[config.mk]
export PLATFORM = sky130hd
export DESIGN_NAME = hazard_flush_ctrl
export DESIGN_NICKNAME = d
export VERILOG_FILES = /design/src/rtl/hazard_flush_ctrl.sv
export SDC_FILE = /design/constraint.sdc
export NUM_CORES = 1
export LEC_CHECK = 0
export ABC_AREA = 1
export ABC_CLOCK_PERIOD_IN_PS = 2200
export CAP_MARGIN = 30
export CORE_UTILIZATION = 54
export DETAILED_ROUTE_END_ITERATION = 10
export GPL_ROUTABILITY_DRIVEN = 0
export PLACE_DENSITY = 0.83
export SYNTH_ARGS = -nofsm -noshare
export SYNTH_HDL_FRONTEND = slang
export SYNTH_SLANG_ARGS = --single-unit
[constraint.sdc]
create_clock -name clk -period 2.2 [get_ports clk]
set_input_delay 0.55 -clock clk [delete_from_list [all_inputs] [get_ports clk]]
set_output_delay 0.55 -clock clk [all_outputs]
set_load 0.05 [all_outputs]
[src/rtl/hazard_flush_ctrl.sv]
// Stall/flush arbiter for the 5-stage pipeline: boot fill, branch redirect,
// load-use bubble and imem wait handling, plus event counters and fetch watchdog.
module hazard_flush_ctrl #(
  parameter int BOOT_CYCLES  = 3,
  parameter int WAIT_TIMEOUT = 255
) (
  input  logic        clk,
  input  logic        reset,
  input  logic        pcsrc,
  input  logic        idex_memread,
  input  logic [4:0]  idex_rd,
  input  logic [4:0]  ifid_rs1,
  input  logic [4:0]  ifid_rs2,
  input  logic        ifid_uses_rs2,
  input  logic        imem_ready,
  output logic        pc_write,
  output logic        ifid_write,
  output logic        ifid_flush,
  output logic        idex_flush,
  output logic        exmem_flush,
  output logic [31:0] stall_cycles,
  output logic [31:0] flush_events,
  output logic        imem_timeout
);

  typedef enum logic [1:0] {BOOT, RUN, IMEM_WAIT} state_t;

  localparam logic [3:0]  BOOT_LAST   = 4'(BOOT_CYCLES - 1);
  localparam logic [15:0] TIMEOUT_LIM = 16'(WAIT_TIMEOUT);

  state_t      state, state_nxt;
  logic [3:0]  boot_cnt;
  logic [15:0] wait_cnt, wait_sat;
  logic        lu, wait_clr, wait_inc, flush_inc;

  assign lu = idex_memread && (idex_rd != 5'd0) &&
              ((idex_rd == ifid_rs1) || (ifid_uses_rs2 && (idex_rd == ifid_rs2)));

  assign wait_sat = (wait_cnt == 16'hFFFF) ? wait_cnt : wait_cnt + 16'd1;

  always_comb begin
    pc_write    = 1'b0;
    ifid_write  = 1'b0;
    ifid_flush  = 1'b1;
    idex_flush  = 1'b1;
    exmem_flush = 1'b1;
    state_nxt   = state;
    wait_clr    = 1'b0;
    wait_inc    = 1'b0;
    flush_inc   = 1'b0;
    case (state)
      BOOT: begin
        if (boot_cnt == BOOT_LAST) state_nxt = RUN;
      end
      default: begin
        pc_write    = 1'b1;
        ifid_write  = 1'b1;
        ifid_flush  = 1'b0;
        idex_flush  = 1'b0;
        exmem_flush = 1'b0;
        if (pcsrc) begin
          // Redirect wins over everything; the in-flight fetch is dropped.
          ifid_flush  = 1'b1;
          idex_flush  = 1'b1;
          exmem_flush = 1'b1;
          flush_inc   = 1'b1;
          state_nxt   = RUN;
          wait_clr    = 1'b1;
        end else if (lu) begin
          pc_write   = 1'b0;
          ifid_write = 1'b0;
          idex_flush = 1'b1;
        end else if (!imem_ready) begin
          // Bubble enters ID while the back end keeps draining.
          pc_write   = 1'b0;
          ifid_flush = 1'b1;
          state_nxt  = IMEM_WAIT;
          wait_inc   = 1'b1;
        end else begin
          state_nxt = RUN;
          wait_clr  = 1'b1;
        end
      end
    endcase
  end

  always_ff @(posedge clk or negedge reset) begin
    if (!reset) begin
      state        <= BOOT;
      boot_cnt     <= 4'd0;
      wait_cnt     <= 16'd0;
      stall_cycles <= 32'd0;
      flush_events <= 32'd0;
      imem_timeout <= 1'b0;
    end else begin
      state <= state_nxt;
      if (state == BOOT) boot_cnt <= boot_cnt + 4'd1;
      if (wait_clr)      wait_cnt <= 16'd0;
      else if (wait_inc) wait_cnt <= wait_sat;
      if (wait_inc && (wait_sat >= TIMEOUT_LIM)) imem_timeout <= 1'b1;
      if ((state != BOOT) && !pc_write && (stall_cycles != 32'hFFFF_FFFF))
        stall_cycles <= stall_cycles + 32'd1;
      if (flush_inc && (flush_events != 32'hFFFF_FFFF))
        flush_events <= flush_events + 32'd1;
    end
  end

endmodule
### Yosys cells after proc, flatten, opt, wreduce, memory -nomap -nowiden

Index checks and enable logic that the tools add are counted.

* bits in registers: 87
* input port bits: 21
* output and inout bits: 70
* word-level logic and storage cells: 60

* add/subtract/negate cells: 4
* magnitude comparators: 1
* eq/ne operators: 8
* mux-type cells: 27
* reduce and logical (&&, ||, !) cells: 14

Operators with widths (count)
* adder 32 x 1 -> 32 bit (second input constant): 2
* inequality test 32 bit (second input constant): 2
* 2-to-1 mux 16 bit: 3
* 2-to-1 mux 1 bit: 19
* adder 16 x 1 -> 16 bit (second input constant): 1
* equality test 16 bit (second input constant): 1
* >= comparator 16 x 8 -> 1 bit (second input constant): 1
* equality test 5 bit: 2
* 2-to-1 mux 2 bit: 5
* logical AND 1 bit: 7
* nonzero test 5 bit: 1
* adder 4 x 1 -> 4 bit (second input constant): 1
* equality test 4 x 2 -> 1 bit (second input constant): 1
* nonzero test 2 bit: 2
* inequality test 3 x 2 -> 1 bit (second input constant): 1
* zero test 2 bit: 1
* inequality test 2 bit (second input constant): 1
* AND reduction 2 bit: 1
* zero test 1 bit: 1
* logical OR 1 bit: 1

### Depth between registers and ports, before layout

* word-level depth: 10
* depth in mapped cells: 13
* depth with buffers taken out: 13

### Least setup slack after synthesis

No wires, ideal clock.

* path kind: input to output
* start: input idex_rd[0]
* end: output pc_write
* arrival time: 1.981 ns
* required time: 1.650 ns
* path slack: -0.331 ns
* stages on the path: 8
* buffers on the path: 1
* cells stage by stage: nor4_1 > nand2_1 > nand2_1 > inv_1 > nand3_1 > nand2_1 > clkbuf_1 > nor2_1

* longest elaborated chain between the ends: 7
* elaborated cells between the ends (all ways): 10
* classes of those cells: 2 x eq/ne; 3 x mux; 5 x reduce/logical

RTL lines
* start, declared: RTL line 11 `input logic [4:0] idex_rd,`
* equality test 5 bit: RTL line 37 `((idex_rd == ifid_rs1) || (ifid_uses_rs2 && (idex_rd == ifid_rs2)));`
* logical AND 1 bit: RTL line 37
* logical OR 1 bit: RTL line 37
* logical AND 1 bit *: RTL line 36 `assign lu = idex_memread && (idex_rd != 5'd0) &&`
* 2-to-1 mux 1 bit *: RTL line 69 `end else if (lu) begin`
* 2-to-1 mux 1 bit *: RTL line 61 `if (pcsrc) begin`
* 2-to-1 mux 1 bit *: RTL line 51 `case (state)`
* end, declared: RTL line 16 `output logic pc_write,`

Mark *: on every way between the ends. The rest lies on a longest branch, timed or not.

### Final worst setup path

* start: register flush_events[31]
* end: output flush_events[31]

RTL lines
* start, declared: RTL line 22 `output logic [31:0] flush_events,`
* start signal, assigned: RTL line 104 `flush_events <= flush_events + 32'd1;`

No word-level cell between the ends.

==> run_results.csv <==
group,metric,value,unit
power_and_ir_drop,clockPowerShare,0.232,
power_and_ir_drop,p_leak,3.97,nW
power_and_ir_drop,switching_share,0.405,
final_layout,multi_input_area,0.00309,mm2
route,first_pass_iters,5,
grt,grt_pass1_vias,5399,
sta,finalSetupTns,0,ns
logic_synthesis,async_flop_share,1.00,
status,status,"completed",
grt,grt_pass1_wl,24400,um
worst_setup_path,critPathTopFamily,"buffers and inverters",
cts,cts_sinks,87,
worst_setup_path,crit_type,"reg -> out",
route,first_iter_violations,315,
sta,post-route-period-util,0.988,
worst_setup_path,critPathSlowestCell,"clkdlybuf4s50_1",
final_layout,regArea,0.00218,mm2
power_and_ir_drop,internal_power,2.94,mW
worst_setup_path,cp_cell_sequence,"clkdlybuf4s50_1",
power_and_ir_drop,power_frac_seq,0.404,
logic_synthesis,syn_inst,808,
logic_synthesis,synth_edf_count,0,
worst_setup_path,max_stage_delay,0.83,ns
floorplanning,ioPinCount,91,
worst_setup_path,cp_num_buf_inv,1,
cts,clock_path_buffers,2,
floorplanning,placementRows,36,
final_layout,syn2layout_area_growth,26.3,%
sta,drv_slew,0,
route,routed_wl,14100,um
logic_synthesis,ys.flop_type,"dfrtp_1",
worst_setup_path,cp-start-kind,"flip-flop",
floorplanning,fp.coreArea,0.00991,mm2
worst_hold_path,hold_class,"in -> async",
logic_synthesis,synth-seq-area-share,0.390,
power_and_ir_drop,irDropWorstVdd,745,uV
placed_design,dpl.hpwl,10300,um
grt,overflow,0,
final_layout,layout-drive-gt1-share,0.0903,
sta,hold_violations,0,
sta,fin_crit,2.17,ns
floorplanning,start_util,0.563,
sta,max-slew-margin-rel,0.656,
logic_synthesis,netlist_area,0.00558,mm2
placed_design,port_buffers,90,
logic_synthesis,synth_fp_nets,834,
worst_setup_path,worstSetupEndpointType,"output pin",
worst_setup_path,critPathRequiredTime,1.65,ns
final_layout,nets,940,
route,via_count,5560,
route,via_per_inst,5.29,
run,maxCapViolCount,0,
route,detail_route.wl_per_cell,13.4,um
worst_setup_path,worstPathArrival,1.62,ns
sta,skew,0.0184,ns
cts,cts_root_buffer,"clkbuf_8",
power_and_ir_drop,p_comb_frac,0.365,
logic_synthesis,yosys_warnings,0,
final_layout,fin_cells,1052,
power_and_ir_drop,power.total,4.93,mW
final_layout,fin_util,0.712,
route,drcViolationCount,0,
power_and_ir_drop,p_sw,2.00,mW
final_layout,fillers,797,
logic_synthesis,avgSynthCellArea,6.91,um2
cts,cts.htree.levels,3,
final_layout,final_common_cell,"nand2_1",
cts,worstSkewPairLatency,0.37,ns
sta,worst_pin_slew,0.515,ns
floorplanning,die_h,104,um
floorplanning,die_width,104,um
placed_design,dp_cells,1032,
cts,tritoncts,"yes",
logic_synthesis,synth_cell_types,30,
logic_synthesis,ys_ff_latch,87,
grt,antenna_found_initial,0,
grt,grt_max_degree,88,
grt,track_usage,0.274,
final_layout,diodes,0,
power_and_ir_drop,power_density,700,mW/mm2
final_layout,final_cell_mix,"nand2_1, nor2_1, dfrtp_1, inv_1, nand3_1",
cts,cts_buffers,9,
route,ant_nets,0,
worst_setup_path,worstPathMaxFanout,4,
cts,clk_pin_slew,0.10,ns
sta,setup_viol_count_final,0,
sta,fmax,460,MHz
floorplanning,dieArea,0.0107,mm2
-- state kept, by name (all words and copies together), names as in the netlist --
signal,cells
state,2
wait_cnt,16
stall_cycles,32
imem_timeout,1
flush_events,32
boot_cnt,4
-- synth_stat cells (2+ instances only) --
cell type	count	area [um2]
and2_1	2	12.5
buf_2	8	40.0
buf_4	2	15.0
buf_6	3	33.8
clkbuf_1	4	15.0
dfrtp_1	87	2180
ha_1	5	62.6
inv_1	73	274
nand2_1	307	1150
nand2_2	3	18.8
nand3_1	65	325
nand3b_1	3	22.5
nand4_1	18	113
nor2_1	99	372
nor2_2	2	12.5
nor3_1	29	145
nor4_1	3	18.8
o21ai_0	16	80.1
xnor2_1	22	193
xor2_1	47	412
-- final timing paths --
check,depth (start not counted),from,end,slack [ns]
min reg2reg,2,imem_timeout$_DFFE_PN0P_,imem_timeout$_DFFE_PN0P_,0.48
max in group asynchronous,2,reset,wait_cnt[15]$_DFFE_PN0P_,1.62
min in group clk,2,imem_timeout$_DFFE_PN0P_,imem_timeout$_DFFE_PN0P_,0.48
max,1,flush_events[31]$_DFFE_PN0P_,flush_events[31],0.03
max reg2reg,13,wait_cnt[1]$_DFFE_PN0P_,imem_timeout$_DFFE_PN0P_,0.22
min,2,reset,boot_cnt[3]$_DFFE_PN0P_,0.18
-- metal layers --
layer / GRT usage / vias up / routed length, um
li1: - / 2739 / -
met2: 0.462 / 201 / 6860
met1: 0.343 / 2577 / 6010
met3: 0.0466 / 43 / 813
met4: 0.131 / 0 / 439
met5: 0 / - / 0
-- metrics by stage --
step                instance area (um2)  setup slack [ns]  hold slack (ns)
floorplan                          5580            -0.109            0.254
global placement                   6760            -0.368            0.445
detailed placement                 6760            -0.423            0.461
CTS                                6950          0.000934            0.229
global route                       7050           -0.0142            0.241
finish                             7050            0.0275            0.182
-- power groups by stage --
stage	registers, mW	logic (mW)	clock network [mW]
after floorplan	2.40	0.712	0
after global placement	2.00	1.74	0
after detailed placement	2.02	1.80	0
after CTS	1.99	1.80	1.15
after global routing	2.02	1.93	1.23
final	1.99	1.80	1.14
-- cells by family after synthesis --
kind of cell             after synthesis  share of synthesized area
AND/OR/NAND/NOR                      535                      0.402
flip-flops                            87                      0.390
XOR/XNOR                              69                      0.108
buffers and inverters                 91                     0.0684
adder cells (fa/ha/maj)                5                     0.0112
AO/OA/AOI/OAI                         21                     0.0200
-- layout make-up --
| cell class | instances | share of cell area |
|---|---|---|
| Timing Repair Buffer | 112 | 0.161 |
| Tap cell | 133 | 0.0236 |
| Sequential cell | 87 | 0.309 |
| Clock inverter | 7 | 0.0101 |
| Inverter | 74 | 0.0397 |
| Multi-Input combinational cell | 630 | 0.439 |
| Clock buffer | 9 | 0.0176 |
-- what timing repair did --
| item | in CTS | in global routing |
|---|---|---|
| pin swaps | 16 | 12 |
| hold buffers | 0 | 0 |
| setup endpoints to repair | 31 | 30 |
| setup buffers | 4 | 0 |
| endpoints found under the hold margin | 0 | 0 |
| gates cloned | 0 | 0 |
| resized for setup | 79 | 43 |
-- worst register-to-register path, cell delays in order (launching register included) --
cell and delay [ns]:
dfrtp_1 0.41, ha_1 0.21, nand3_1 0.18, inv_1 0.17, nand2_2 0.12, nor2_4 0.18, inv_4 0.11, nand2_1 0.10
nand2_1 0.06, nor2_1 0.12, nand2_1 0.09, nand3_1 0.07, nand2_1 0.05, nand2_1 0.05
(Power assumes the default switching activity.)
